<file path="src/rtl/multiword_adder_ctrl_pkg.sv">
// Shared definitions for the multi-word adder controller: the nibble width
// that the external ripple-carry adder works on, and the controller state
// encoding. Imported by the interface, the shifter and the top level.
package multiword_adder_ctrl_pkg;

    // Width of one slice handled by the external adder per cycle
    localparam int NIB_W = 4;

    // Controller states: waiting, stepping through nibbles, one-cycle result strobe
    typedef enum logic [1:0] {
        IDLE = 2'd0,
        RUN  = 2'd1,
        DONE = 2'd2
    } mwadd_state_e;

endpackage

</file>
<file path="src/rtl/multiword_adder_ctrl_if.sv">
// Request/response bundle between a requester and the multi-word adder
// controller. The requester (master) presents operands and a start strobe;
// the controller (slave) returns the assembled result and status flags.
interface multiword_adder_ctrl_if
    import multiword_adder_ctrl_pkg::*;
#(
    parameter int WORDS = 4
);

    localparam int W = NIB_W * WORDS;

    logic         start;
    logic [W-1:0] op_a;
    logic [W-1:0] op_b;
    logic         carry_in;
    logic         sub;
    logic [W-1:0] result;
    logic         carry_out;
    logic         overflow;
    logic         busy;
    logic         done;

    modport master (
        output start, op_a, op_b, carry_in, sub,
        input  result, carry_out, overflow, busy, done
    );

    modport slave (
        input  start, op_a, op_b, carry_in, sub,
        output result, carry_out, overflow, busy, done
    );

endinterface

</file>
<file path="src/rtl/multiword_adder_ctrl_nibble_shifter.sv">
// Parallel-load register that shifts right by one nibble per enabled cycle,
// inserting a new nibble at the top. Used for the A and B operand streams
// (which drain their low nibble into the adder) and for result assembly
// (which collects adder sums from the top down).
module nibble_shifter
    import multiword_adder_ctrl_pkg::*;
#(
    parameter int WORDS = 4,
    localparam int W = NIB_W * WORDS
) (
    input  logic             clk,
    input  logic             rst,
    input  logic             load_i,
    input  logic [W-1:0]     load_val_i,
    input  logic             shift_i,
    input  logic [NIB_W-1:0] nib_i,
    output logic [W-1:0]     q_o
);

    logic [W-1:0] data_q;
    logic [W-1:0] data_d;

    // Load wins over shift; the controller never requests both in one cycle
    always_comb begin
        data_d = data_q;
        if (load_i) begin
            data_d = load_val_i;
        end else if (shift_i) begin
            data_d = {nib_i, data_q[W-1:NIB_W]};
        end
    end

    // Register the word; reset clears it so the adder sees zeros afterwards
    always_ff @(posedge clk or posedge rst) begin
        if (rst) begin
            data_q <= '0;
        end else begin
            data_q <= data_d;
        end
    end

    assign q_o = data_q;

endmodule

</file>
<file path="src/rtl/multiword_adder_ctrl.sv">
// Multi-word adder controller: adds two WORDS x 4-bit operands one nibble
// per cycle through an external 4-bit ripple-carry adder, chaining the carry
// between nibbles and assembling the full-width result.
// Optional feature macro: MWADD_SUB_EN enables subtraction via the sub input.
module multiword_adder_ctrl
    import multiword_adder_ctrl_pkg::*;
#(
    parameter int WORDS = 4
) (
    input  logic                 clk,
    input  logic                 rst,
    multiword_adder_ctrl_if.slave bus,
    output logic [NIB_W-1:0]     add_a_o,
    output logic [NIB_W-1:0]     add_b_o,
    output logic                 add_cin_o,
    input  logic [NIB_W-1:0]     add_sum_i,
    input  logic                 add_cout_i
);

    localparam int W  = NIB_W * WORDS;
    localparam int IW = $clog2(WORDS);
    localparam logic [IW-1:0] LAST_IDX = IW'(WORDS - 1);

    mwadd_state_e  state_q, state_d;
    logic [IW-1:0] idx_q, idx_d;
    logic          carry_q, carry_d;
    logic          cout_q, cout_d;
    logic          ovf_q, ovf_d;

    logic          accept;
    logic          shiftEn;
    logic [W-1:0]  bEff;
    logic          cinEff;
    logic [W-1:0]  aWord;
    logic [W-1:0]  bWord;

    // Effective B operand and initial carry: invert B and force carry for subtract
`ifdef MWADD_SUB_EN
    always_comb begin
        bEff   = bus.sub ? ~bus.op_b : bus.op_b;
        cinEff = bus.sub ? 1'b1 : bus.carry_in;
    end
`else
    // Without subtract support the sub pin is kept for compatibility but has no effect
    always_comb begin
        bEff   = bus.op_b;
        cinEff = bus.carry_in ^ (bus.sub & 1'b0);
    end
`endif

    // Next-state logic: accept in IDLE/DONE, step nibbles in RUN, latch final flags on the last nibble
    always_comb begin
        state_d = state_q;
        idx_d   = idx_q;
        carry_d = carry_q;
        cout_d  = cout_q;
        ovf_d   = ovf_q;
        accept  = 1'b0;
        shiftEn = 1'b0;
        case (state_q)
            IDLE, DONE: begin
                state_d = IDLE;
                if (bus.start) begin
                    accept  = 1'b1;
                    state_d = RUN;
                    idx_d   = '0;
                    carry_d = cinEff;
                end
            end
            RUN: begin
                shiftEn = 1'b1;
                carry_d = add_cout_i;
                idx_d   = idx_q + 1'b1;
                if (idx_q == LAST_IDX) begin
                    state_d = DONE;
                    idx_d   = '0;
                    cout_d  = add_cout_i;
                    ovf_d   = (add_a_o[NIB_W-1] == add_b_o[NIB_W-1]) &&
                              (add_sum_i[NIB_W-1] != add_a_o[NIB_W-1]);
                end
            end
            default: begin
                state_d = IDLE;
            end
        endcase
    end

    // Control registers; reset aborts any operation in flight
    always_ff @(posedge clk or posedge rst) begin
        if (rst) begin
            state_q <= IDLE;
            idx_q   <= '0;
            carry_q <= 1'b0;
            cout_q  <= 1'b0;
            ovf_q   <= 1'b0;
        end else begin
            state_q <= state_d;
            idx_q   <= idx_d;
            carry_q <= carry_d;
            cout_q  <= cout_d;
            ovf_q   <= ovf_d;
        end
    end

    nibble_shifter #(.WORDS(WORDS)) u_shiftA (
        .clk        (clk),
        .rst        (rst),
        .load_i     (accept),
        .load_val_i (bus.op_a),
        .shift_i    (shiftEn),
        .nib_i      ('0),
        .q_o        (aWord)
    );

    nibble_shifter #(.WORDS(WORDS)) u_shiftB (
        .clk        (clk),
        .rst        (rst),
        .load_i     (accept),
        .load_val_i (bEff),
        .shift_i    (shiftEn),
        .nib_i      ('0),
        .q_o        (bWord)
    );

    nibble_shifter #(.WORDS(WORDS)) u_shiftRes (
        .clk        (clk),
        .rst        (rst),
        .load_i     (1'b0),
        .load_val_i ('0),
        .shift_i    (shiftEn),
        .nib_i      (add_sum_i),
        .q_o        (bus.result)
    );

    assign add_a_o       = aWord[NIB_W-1:0];
    assign add_b_o       = bWord[NIB_W-1:0];
    assign add_cin_o     = carry_q;
    assign bus.carry_out = cout_q;
    assign bus.overflow  = ovf_q;
    assign bus.busy      = (state_q == RUN);
    assign bus.done      = (state_q == DONE);

endmodule

</file>
<file path="src/flat_wrapper.sv">
// flat-port wrapper written by rule: the top's interface ports become plain ports
module multiword_adder_ctrl_flat import multiword_adder_ctrl_pkg::*;
#(
    parameter int WORDS = 4
)
  (clk, rst, add_a_o, add_b_o, add_cin_o, add_sum_i, add_cout_i, bus_start, bus_op_a, bus_op_b, bus_carry_in, bus_sub, bus_result, bus_carry_out, bus_overflow, bus_busy, bus_done);
  multiword_adder_ctrl_if #(.WORDS(WORDS)) bus_i ();
  input  logic clk;
  input  logic rst;
  output logic [NIB_W-1:0] add_a_o;
  output logic [NIB_W-1:0] add_b_o;
  output logic add_cin_o;
  input  logic [NIB_W-1:0] add_sum_i;
  input  logic add_cout_i;
  input wire logic [$bits(bus_i.start)-1:0] bus_start;
  input wire logic [$bits(bus_i.op_a)-1:0] bus_op_a;
  input wire logic [$bits(bus_i.op_b)-1:0] bus_op_b;
  input wire logic [$bits(bus_i.carry_in)-1:0] bus_carry_in;
  input wire logic [$bits(bus_i.sub)-1:0] bus_sub;
  output wire logic [$bits(bus_i.result)-1:0] bus_result;
  output wire logic [$bits(bus_i.carry_out)-1:0] bus_carry_out;
  output wire logic [$bits(bus_i.overflow)-1:0] bus_overflow;
  output wire logic [$bits(bus_i.busy)-1:0] bus_busy;
  output wire logic [$bits(bus_i.done)-1:0] bus_done;
  assign bus_i.start = bus_start;
  assign bus_i.op_a = bus_op_a;
  assign bus_i.op_b = bus_op_b;
  assign bus_i.carry_in = bus_carry_in;
  assign bus_i.sub = bus_sub;
  assign bus_result = bus_i.result;
  assign bus_carry_out = bus_i.carry_out;
  assign bus_overflow = bus_i.overflow;
  assign bus_busy = bus_i.busy;
  assign bus_done = bus_i.done;
  multiword_adder_ctrl #(.WORDS(WORDS)) u_core (.clk(clk), .rst(rst), .bus(bus_i), .add_a_o(add_a_o), .add_b_o(add_b_o), .add_cin_o(add_cin_o), .add_sum_i(add_sum_i), .add_cout_i(add_cout_i));
endmodule
</file>
<file path="config.mk">
export PLATFORM = sky130hd
export DESIGN_NAME = multiword_adder_ctrl_flat
export DESIGN_NICKNAME = d
export VERILOG_FILES = /design/src/rtl/multiword_adder_ctrl_pkg.sv /design/src/rtl/multiword_adder_ctrl_if.sv /design/src/rtl/multiword_adder_ctrl_nibble_shifter.sv /design/src/rtl/multiword_adder_ctrl.sv /design/src/flat_wrapper.sv
export SDC_FILE = /design/constraint.sdc
export NUM_CORES = 1
export LEC_CHECK = 0
export ABC_AREA = 1
export CAP_MARGIN = 15
export CORE_UTILIZATION = 48
export DETAILED_ROUTE_END_ITERATION = 12
export GPL_TIMING_DRIVEN = 0
export PLACE_DENSITY_LB_ADDON = 0.3
export SKIP_CTS_REPAIR_TIMING = 1
export SYNTH_ARGS = -nofsm -noshare
export SYNTH_HDL_FRONTEND = slang
export SYNTH_HIERARCHICAL = 1
export SYNTH_SLANG_ARGS = --single-unit
</file>
<file path="constraint.sdc">
create_clock -name clk -period 1.5 [get_ports clk]
set_clock_uncertainty 0.05 [all_clocks]
set_input_delay 0.3 -clock clk [delete_from_list [all_inputs] [get_ports clk]]
set_output_delay 0.3 -clock clk [all_outputs]
set_load 0.005 [all_outputs]
</file>
==> metrics.md, run 1 <==
| Metric | Value |
|---|---|
| Syn_area_per_cell | `8.53 µm²` |
| Crit-path slowest cell | `dfrtp_1` |
| Initial Utilization | `0.508` |
| Die H | `76.4 µm` |
| Crit Path Max Fanout | `9` |
| Clk buf depth | `2` |
| Worst Setup SP | `u_core/state_q[1]` |
| Core Footprint | `roughly 5200 µm²` |
| Drt pass-1 iters | `4` |
| Vias in the first global route | `2204` |
| Reg2reg setup slack | `0.08 ns` |
| Total gr overflow | `0` |
| Final worst path period share | `0.966` |
| CTS HTree Levels | `2` |
| Post-synth top area cell | `dfrtp_1` |
| Fmax | `around 690 MHz` |
| ANT nets after route | `0` |
| DP Worst Slack | `-0.234 ns` |
| Yosys warnings | `6` |
| CTS Root Cell | `clkbuf_8` |
| Mean routed wirelength per cell | `11.8 µm` |
| Slew HR | `0.587` |
| Clk Latency, worst-skew pair | `0.30 ns` |
| Wire length of the first global-routing pass | `9980 µm` |
| CTS buffer count | `5` |
| Crit start category | `flip-flop` |
| Cells on worst reg2reg path | `8` |
| Total number of vias | `2401` |
| Filler Cell Count | `430` |
| Peak VDD IR | `roughly 0.00094 V` |
| Worst Max-Slew Pin Slew | `0.619 ns` |
| Placed wire-length estimate | `4140 µm` |
| Clk slew on worst S/H paths | `0.09 ns` |
| P_leak | `2.14 nW` |
| Worst r2r src | `u_core/state_q[0]` |
| Worst-path cell chain | `inv_2 -> nand2_8 -> inv_8 -> clkbuf_2` |
| Pwr dens | `between 1500 and 2000 nW/µm²` |
| Synth top area share | `0.517` |
| Final slew viol count | `0` |
| Synth cell types | `18` |
| Mapped cell area | `2660 µm²` |
| Layout net count | `473` |
| Req. time, crit path | `1.15 ns` |
| Post-Syn Instances | `312` |
| TritonCTS Sinks | `55` |
| Sum of buffers and inverters on the critical path | `3` |
| Post-layout power | `6.65 mW` |
| Register bit total from synthesis | `55` |
| Crit Path Category | `reg -> out` |
| Slowest cell delay on critical path | `0.38 ns` |
| End of the worst register-to-register path | `u_core/u_shiftA/q_o[5]` |
| GRT Overall Usage | `0.211` |
| Die X | `76.4 µm` |
| Antenna diodes | `0` |
| IO Port Bufs | `69` |
| Status | `finished clean` |
| Drt first-iter violations | `122` |
| Placer Congestion | `0.823` |
| Seq/Total Area, Yosys | `0.517` |
| Layout area overhead | `44.6%` |
| Via/cell ratio | `4.79` |
| Largest cells by area after synthesis | `dfrtp_1, nand3_1, nand2_1` |
| Critical Path End Type | `output port` |
| Ports | `slightly above 70` |
| Fin. Hold Viols | `0` |
| Post-route DRC | `0` |
| Die area | `between 5000 and 6000 µm²` |
| Largest net degree at the start of global routing | `17` |
| Total Wirelength | `5900 µm` |
| Initial antenna violation count | `0` |
| CTS tree | `yes` |
| Rows | `26` |
| Hold Path Class | `in -> async` |
| Max-cap violations | `0` |
| Final min period | `1.45 ns` |
| Layout cells sized above 1 | `0.144` |
| Final setup violation count | `0` |
| Final worst slack | `between 0.05 and 0.06 ns` |
| Critical Path AT | `1.10 ns` |
| Worst path top cell family by delay | `flip-flops` |
## logic make-up (layout without fill, tap and decap cells)
kind of cell,Yosys count,after routing,share of synthesized area
simple gates,217,217,0.380
buf+inv,34,129,0.0875
fa+ha+maj,1,1,0.00470
compound gates,4,4,0.00894
other cells,1,25,0.00141
flops,55,55,0.517
## metrics by stage
step | utilization | hold slack (ns) | setup TNS (ns) | cell area, µm² | cells
final | 0.734 | 0.291 | 0 | 3850 | 501
after global routing | 0.734 | 0.332 | -0.00573 | 3850 | 501
after CTS | 0.690 | 0.290 | -1.96 | 3610 | 483
after detailed placement | 0.674 | 0.419 | -4.95 | 3530 | 475
after global placement | 0.674 | 0.412 | -4.78 | 3530 | 475
after floorplan | - | 0.0534 | 0 | 2750 | 336
## power breakdown
group / switching, mW / internal (mW)
registers: 0.377 / 2.13
clock network: 0.455 / 0.321
logic: 1.71 / 1.66
## synthesized netlist by cell type
cell and count:
inv_1 12, dfrtp_1 55, o21ai_0 3, o21ai_2 1, buf_8 3, nand2_2 2
nand2_4 1, nor2_4 1, inv_2 4, nand3_1 102, nor2_8 3, ha_1 1
nand2_1 106, buf_6 6, buf_4 6, buf_2 3, nor2_1 2, conb_1 1
## cell type report
| type | instances | area [µm²] | share of cell area |
|---|---|---|---|
| Timing Repair Buffer | 87 | 891 | 0.232 |
| Buffer | 18 | 176 | 0.0459 |
| Sequential cell | 55 | 1380 | 0.358 |
| Tap cell | 70 | 87.6 | 0.0228 |
| Clock buffer | 5 | 68.8 | 0.0179 |
| Multi-Input combinational cell | 247 | 1160 | 0.301 |
| Inverter | 16 | 72.6 | 0.0189 |
| Clock inverter | 3 | 15.0 | 0.00390 |
## how the worst max path moves through the flow
| stage | to | slack, ns | cells past startpoint |
|---|---|---|---|
| 6_report | bus_busy | 0.05 | 4 |
| 5_1_grt | bus_busy | -0.006 | 4 |
| 4_1_cts | bus_busy | -0.42 | 4 |
| 3_5_place_dp | u_core/u_shiftA/q_o[5] | -0.23 | 8 |
| 3_3_place_gp | u_core/u_shiftB/q_o[11] | -0.22 | 8 |
| 2_1_floorplan | u_core/u_shiftA/q_o[10] | 0.22 | 8 |
## cell usage in the layout, fill, tap and decap left out, types with 2 or more instances in the layout
master / instances
conb_1: 25
nand3_1: 102
dfrtp_1: 54
nand2_1: 106
inv_4: 2
inv_2: 4
clkinv_2: 3
buf_2: 3
dlymetal6s2s_1: 28
buf_8: 4
clkdlybuf4s50_1: 40
buf_6: 5
clkbuf_8: 5
o21ai_0: 3
buf_4: 24
inv_1: 9
nor2_8: 3
## state kept, by name, summed over array words and instances, names as in the netlist
register and count:
u_core/add_cin_o 1, u_core/bus.carry_out 1, u_core/bus.overflow 1, u_core/idx_q 2, u_core/state_q 2, u_core/u_shiftA/q_o 16, u_core/u_shiftB/q_o 16, u_core/u_shiftRes/q_o 16
## per-layer routing
metal,wire length (µm),GRT usage
met2,2820,0.346
met1,2750,0.282
met3,239,0.0419
met4,99,0.0615
met5,0,0
(Power assumes the default switching activity.)
==> inputs of run 2 (changes only) <==
--- a/config.mk
+++ b/config.mk
@@ -7,8 +7,9 @@
 export LEC_CHECK = 0
 export ABC_AREA = 1
 export CAP_MARGIN = 15
-export CORE_UTILIZATION = 48
+export CORE_UTILIZATION = 58
 export DETAILED_ROUTE_END_ITERATION = 12
+export DONT_BUFFER_PORTS = 1
 export GPL_TIMING_DRIVEN = 0
 export PLACE_DENSITY_LB_ADDON = 0.3
 export SKIP_CTS_REPAIR_TIMING = 1
==> run 2 against run 1 <==
Net effect: clock power fell by 4.0%; total power fell by 12%; fmax rose by 3.4%; routed wire length is 9.4% lower; sequential share of layout area is 11 points higher; sequential power rose by 4%; final cell count decreased by 21%.
==> metrics.md, run 2 (synthesized netlist as in run 1, its figures left out) <==
| Metric | Value |
|---|---|
| Status | `finished clean` |
| Layout area overhead | `10.7%` |
| Wire length of the first global-routing pass | `9160 µm` |
| CTS Root Cell | `clkbuf_8` |
| Initial antenna violation count | `0` |
| Sum of buffers and inverters on the critical path | `5` |
| Worst-path cell chain | `inv_1 -> nand2_2 -> inv_2 -> buf_8 -> inv_2 -> buf_6 -> nand3_1 -> nand3_1` |
| End of the worst register-to-register path | `u_core/u_shiftA/q_o[5]` |
| Req. time, crit path | `between 1.5 and 2 ns` |
| Clk Latency, worst-skew pair | `0.30 ns` |
| Register area | `1380 µm²` |
| Slowest cell delay on critical path | `0.44 ns` |
| Critical Path AT | `1.53 ns` |
| Hold Crit Start | `add_cout_i` |
| Worst hold slack | `0.0597 ns` |
| Setup TNS | `0 ns` |
| Layout cells sized above 1 | `0.113` |
| Crit-path slowest cell | `dfrtp_1` |
| Layout Utilization | `0.672` |
| Final slew viol count | `0` |
| CTS buffer count | `5` |
| Worst Max-Slew Pin Slew | `0.621 ns` |
| Cells on worst reg2reg path | `8` |
| Total number of vias | `2098` |
| Layout net count | `390` |
| Slew HR | `0.585` |
| Multi-input gate area | `1140 µm²` |
| ANT nets after route | `0` |
| Fin. Hold Viols | `0` |
| IO Port Bufs | `0` |
| Fmax | `713 MHz` |
| Ports | `slightly above 70` |
| CTS tree | `yes` |
| Design Area, Final | `approximately 3000 µm²` |
| Most frequent cells in the layout | `nand2_1, nand3_1, dfrtp_1` |
| Crit Path Max Fanout | `10` |
| Die X | `69.7 µm` |
| Reg2reg setup slack | `between 0.09 and 0.1 ns` |
| TritonCTS Sinks | `55` |
| Filler Cell Count | `around 380` |
| Placer Congestion | `0.783` |
| Most common cell after layout, fill and taps aside | `nand2_1` |
| Rows | `24` |
| Pwr dens | `1980 nW/µm²` |
| Final setup violation count | `0` |
| Worst path top cell family by delay | `buffers and inverters` |
| Core Footprint | `4380 µm²` |
| DP Worst Slack | `roughly 0.043 ns` |
| Clk slew on worst S/H paths | `~0.09 ns` |
| Total Wirelength | `5350 µm` |
| Drt pass-1 iters | `4` |
| Drt first-iter violations | `121` |
| Worst r2r src | `u_core/state_q[0]` |
| Peak VDD IR | `between 0.001 and 0.0015 V` |
| Total gr overflow | `0` |
| Final worst path period share | `0.934` |
| P_leak | `1.46 nW` |
| Die H | `69.7 µm` |
| Crit Path Category | `reg -> reg` |
| Largest net degree at the start of global routing | `17` |
| Final min period | `1.40 ns` |
| Clk buf depth | `2` |
| Placed wire-length estimate | `3880 µm` |
| Final worst slack | `0.0983 ns` |
| WHS Endpoint | `u_core/bus.carry_out` |
| Antenna diodes | `0` |
| Placed inst area | `2820 µm²` |
| Max-cap violations | `0` |
| Crit start category | `flip-flop` |
| Initial Utilization | `0.607` |
| Vias in the first global route | `2015` |
| Die area | `4860 µm²` |
| Hold Path Cell Cnt | `2` |
| Critical Path End Type | `flip-flop` |
| Via/cell ratio | `5.27` |
| GRT Overall Usage | `0.236` |
| Mean routed wirelength per cell | `~13 µm` |
| CTS HTree Levels | `2` |
| Post-route DRC | `0` |
| Hold Path Class | `in -> reg` |
==> run 2: changes by cell type in the layout (fill, tap and decap cells not counted), moves of 2 or more <==
cell,previous run,this run
clkdlybuf4s50_1,40,0
dlymetal6s2s_1,28,0
buf_4,24,6
clkinv_2,3,0
buf_6,5,7
inv_1,9,11
inv_4,2,0
==> run 2: worst reg2reg max path, stage by stage (launching register included) <==
cell and delay (ns):
dfrtp_1 0.44, inv_1 0.09, nand2_2 0.09, inv_2 0.11, buf_8 0.14, inv_2 0.08, buf_6 0.15, nand3_1 0.07
nand3_1 0.08
==> run 2: worst max-delay path by stage <==
stage / from / endpoint / slack, ns / depth (start not counted)
2_1_floorplan: u_core/state_q[0] / u_core/u_shiftA/q_o[10] / 0.22 / 8
3_3_place_gp: u_core/state_q[0] / u_core/u_shiftB/q_o[11] / 0.08 / 8
3_5_place_dp: u_core/state_q[1] / u_core/u_shiftA/q_o[13] / 0.04 / 8
4_1_cts: u_core/state_q[1] / u_core/u_shiftRes/q_o[15] / 0.02 / 7
5_1_grt: u_core/state_q[0] / u_core/u_shiftA/q_o[4] / -0.003 / 8
6_report: u_core/state_q[0] / u_core/u_shiftA/q_o[5] / 0.1 / 8
==> run 2: power breakdown <==
group          switching, mW  total, mW  internal, mW  leakage (nW)
clock                  0.432      0.744         0.313        0.0371
sequential             0.466       2.60          2.13         0.679
combinational           1.47       2.50          1.03         0.745
==> run 2: metrics by stage <==
| stage | total power, mW | std cells |
|---|---|---|
| 6_report | 5.84 | 398 |
| 3_3_place_gp | 4.91 | 388 |
| 4_1_cts | 5.78 | 394 |
| 2_1_floorplan | 4.48 | 336 |
| 5_1_grt | 6.33 | 398 |
| 3_5_place_dp | 5.03 | 388 |
==> run 2: cell type report <==
type / instances / share of cell area
clock buffer: 6 / 0.0246
inverter: 16 / 0.0221
sequential: 55 / 0.467
timing repair buffer: 4 / 0.0110
tap: 52 / 0.0221
buffer: 18 / 0.0650
multi-input combinational: 247 / 0.388
==> run 2: per-layer routing <==
metal | GRT usage | vias to the layer above | share of wire
li1 | - | 1063 | -
met2 | 0.399 | 55 | 0.49
met5 | 0 | - | 0
met3 | 0.0727 | 4 | 0.062
met1 | 0.298 | 976 | 0.44
met4 | 0.0533 | 0 | 0.0075
==> inputs of run 3 (changes only) <==
--- a/config.mk
+++ b/config.mk
@@ -17,3 +17,4 @@
 export SYNTH_HDL_FRONTEND = slang
 export SYNTH_HIERARCHICAL = 1
 export SYNTH_SLANG_ARGS = --single-unit
+export TNS_END_PERCENT = 100
==> constraint.sdc (replaced) <==
create_clock -name clk -period 1.5 [get_ports clk]
set_clock_uncertainty 0.05 [all_clocks]
set_input_delay 0.3 -clock clk [delete_from_list [all_inputs] [get_ports clk]]
set_output_delay 0.3 -clock clk [all_outputs]
set_load 0.1 [all_outputs]
==> run 3 against run 2 <==
Net effect: the flow now finishes with violations (negative setup slack); final area grew 22%; sequential share of layout area shrank 7.6 points; critical endpoint is now bus_done; clock-buffer cell count is the same; worst hold slack gained 0.0068 ns; critical path depth shrank 7; non-clock buffer count grew 15; final cell count grew 3.8%; fmax shrank 13%; sequential cell count is the same; first-iteration DRC count grew 52%; global-route usage shrank 0.80 points.
==> metrics.md, run 3 (synthesized netlist as in run 1, its figures left out) <==
| Metric | Value |
|---|---|
| Reg2reg setup slack | `-0.03 ns` |
| Slowest cell delay on critical path | `0.50 ns` |
| Clk buf depth | `2` |
| ANT nets after route | `0` |
| Design Area, Final | `3600 µm²` |
| Most common cell after layout, fill and taps aside | `nand2_1` |
| Drt pass-1 iters | `4` |
| End of the worst register-to-register path | `u_core/u_shiftRes/q_o[13]` |
| M1 GR Usage | `0.288` |
| GRT Overall Usage | `0.228` |
| Crit-path slowest cell | `nor2_4` |
| Multi-input gate area | `1540 µm²` |
| Initial Utilization | `0.607` |
| Crit Path Category | `reg -> out` |
| Req. time, crit path | `about 1.2 ns` |
| Register area | `1410 µm²` |
| Ports | `71` |
| Placer Congestion | `0.797` |
| Vias in the first global route | `2023` |
| Hold Path Cell Cnt | `2` |
| CP Depth | `1` |
| Status | `finished with violations` |
| Hold Path Class | `in -> reg` |
| CTS tree | `yes` |
| Unrepaired setup endpoints after global routing | `yes` |
| Final slew viol count | `0` |
| Worst r2r src | `u_core/state_q[0]` |
| CTS Root Cell | `clkbuf_8` |
| IO Port Bufs | `0` |
| Failing checks | `negative setup slack` |
| Critical Path End Type | `output port` |
| Crit Path Max Fanout | `4` |
| Layout area overhead | `35.5%` |
| Largest net degree at the start of global routing | `17` |
| Worst Setup SP | `u_core/state_q[0]` |
| Antenna diodes | `0` |
| Die area | `4860 µm²` |
| Routing usage on met2 | `0.379` |
| Cells on worst reg2reg path | `7` |
| CTS HTree Levels | `2` |
| Most frequent cells in the layout | `nand2_1, nand3_1, nand3_2` |
| CTS buffer count | `5` |
| Placed inst area | `2830 µm²` |
| Clk slew on worst S/H paths | `about 0.090 ns` |
| Worst path top cell family by delay | `simple AND/OR/NAND/NOR gates` |
| Final worst path period share | `1.07` |
| Mean routed wirelength per cell | `about 16 µm` |
| Placed wire-length estimate | `3730 µm` |
| Fmax | `622 MHz` |
| Total gr overflow | `0` |
| Filler Cell Count | `254` |
| Crit start category | `flip-flop` |
| Wire length of the first global-routing pass | `approximately 8900 µm` |
| Sum of buffers and inverters on the critical path | `0` |
| Worst Max-Slew Pin Slew | `approximately 0.64 ns` |
| Final min period | `~1.6 ns` |
| Die H | `~70 µm` |
| Core Footprint | `4380 µm²` |
| Rows | `24` |
| Post-route DRC | `0` |
| Total Wirelength | `6540 µm` |
| TritonCTS Sinks | `55` |
| Met3 Usage GRT | `0.0567` |
| WHS Endpoint | `u_core/u_shiftB/q_o[2]` |
| Die X | `69.7 µm` |
| Slew HR | `0.576` |
| Layout cells sized above 1 | `0.440` |
| Worst-path cell chain | `nor2_4` |
| Critical Path AT | `about 1.3 ns` |
| Grt peak-use layer | `met2` |
| Layout net count | `405` |
| Drt first-iter violations | `184` |
| Layout Utilization | `0.822` |
| Clk Latency, worst-skew pair | `0.30 ns` |
| Final worst slack | `-0.107 ns` |
| Hold Crit Start | `bus_op_b[2]` |
| Initial antenna violation count | `0` |
| Fin. Hold Viols | `0` |
| Total number of vias | `2316` |
| Final setup violation count | `23` |
| Via/cell ratio | `5.61` |
| Max-cap violations | `0` |
-- run 3: stage by stage --
step	worst slack, ns	hold WS [ns]	cells	TNS, ns
floorplan	0.00120	0.0534	336	0
global placement	-0.125	0.0842	388	-2.95
detailed placement	-0.169	0.0883	388	-3.68
CTS	-0.187	-0.239	394	-7.66
global route	-0.144	0.0619	413	-2.35
finish	-0.107	0.0665	413	-0.437
-- run 3: how the worst max path moves through the flow --
stage | end | slack (ns)
5_1_grt | bus_done | -0.14
6_report | bus_done | -0.11
4_1_cts | u_core/u_shiftRes/q_o[7] | -0.19
3_3_place_gp | u_core/u_shiftRes/q_o[5] | -0.13
2_1_floorplan | u_core/u_shiftRes/q_o[10] | 0.001
3_5_place_dp | u_core/u_shiftRes/q_o[7] | -0.17
-- run 3: final cells by class --
| class | count | share of cell area |
|---|---|---|
| multi-input combinational | 247 | 0.428 |
| timing repair buffer | 19 | 0.0614 |
| sequential | 55 | 0.392 |
| inverter | 16 | 0.0201 |
| clock buffer | 6 | 0.0201 |
| buffer | 18 | 0.0604 |
| tap | 52 | 0.0180 |
-- run 3: metal layers --
metal	wire length (µm)	part of all wire
met5	0	0
met4	80	0.012
met3	361	0.055
met2	3340	0.51
met1	2750	0.42
Power of run 3 is not shown: default switching activity piles up to over one toggle a cycle in this logic, so the estimate is an artifact.
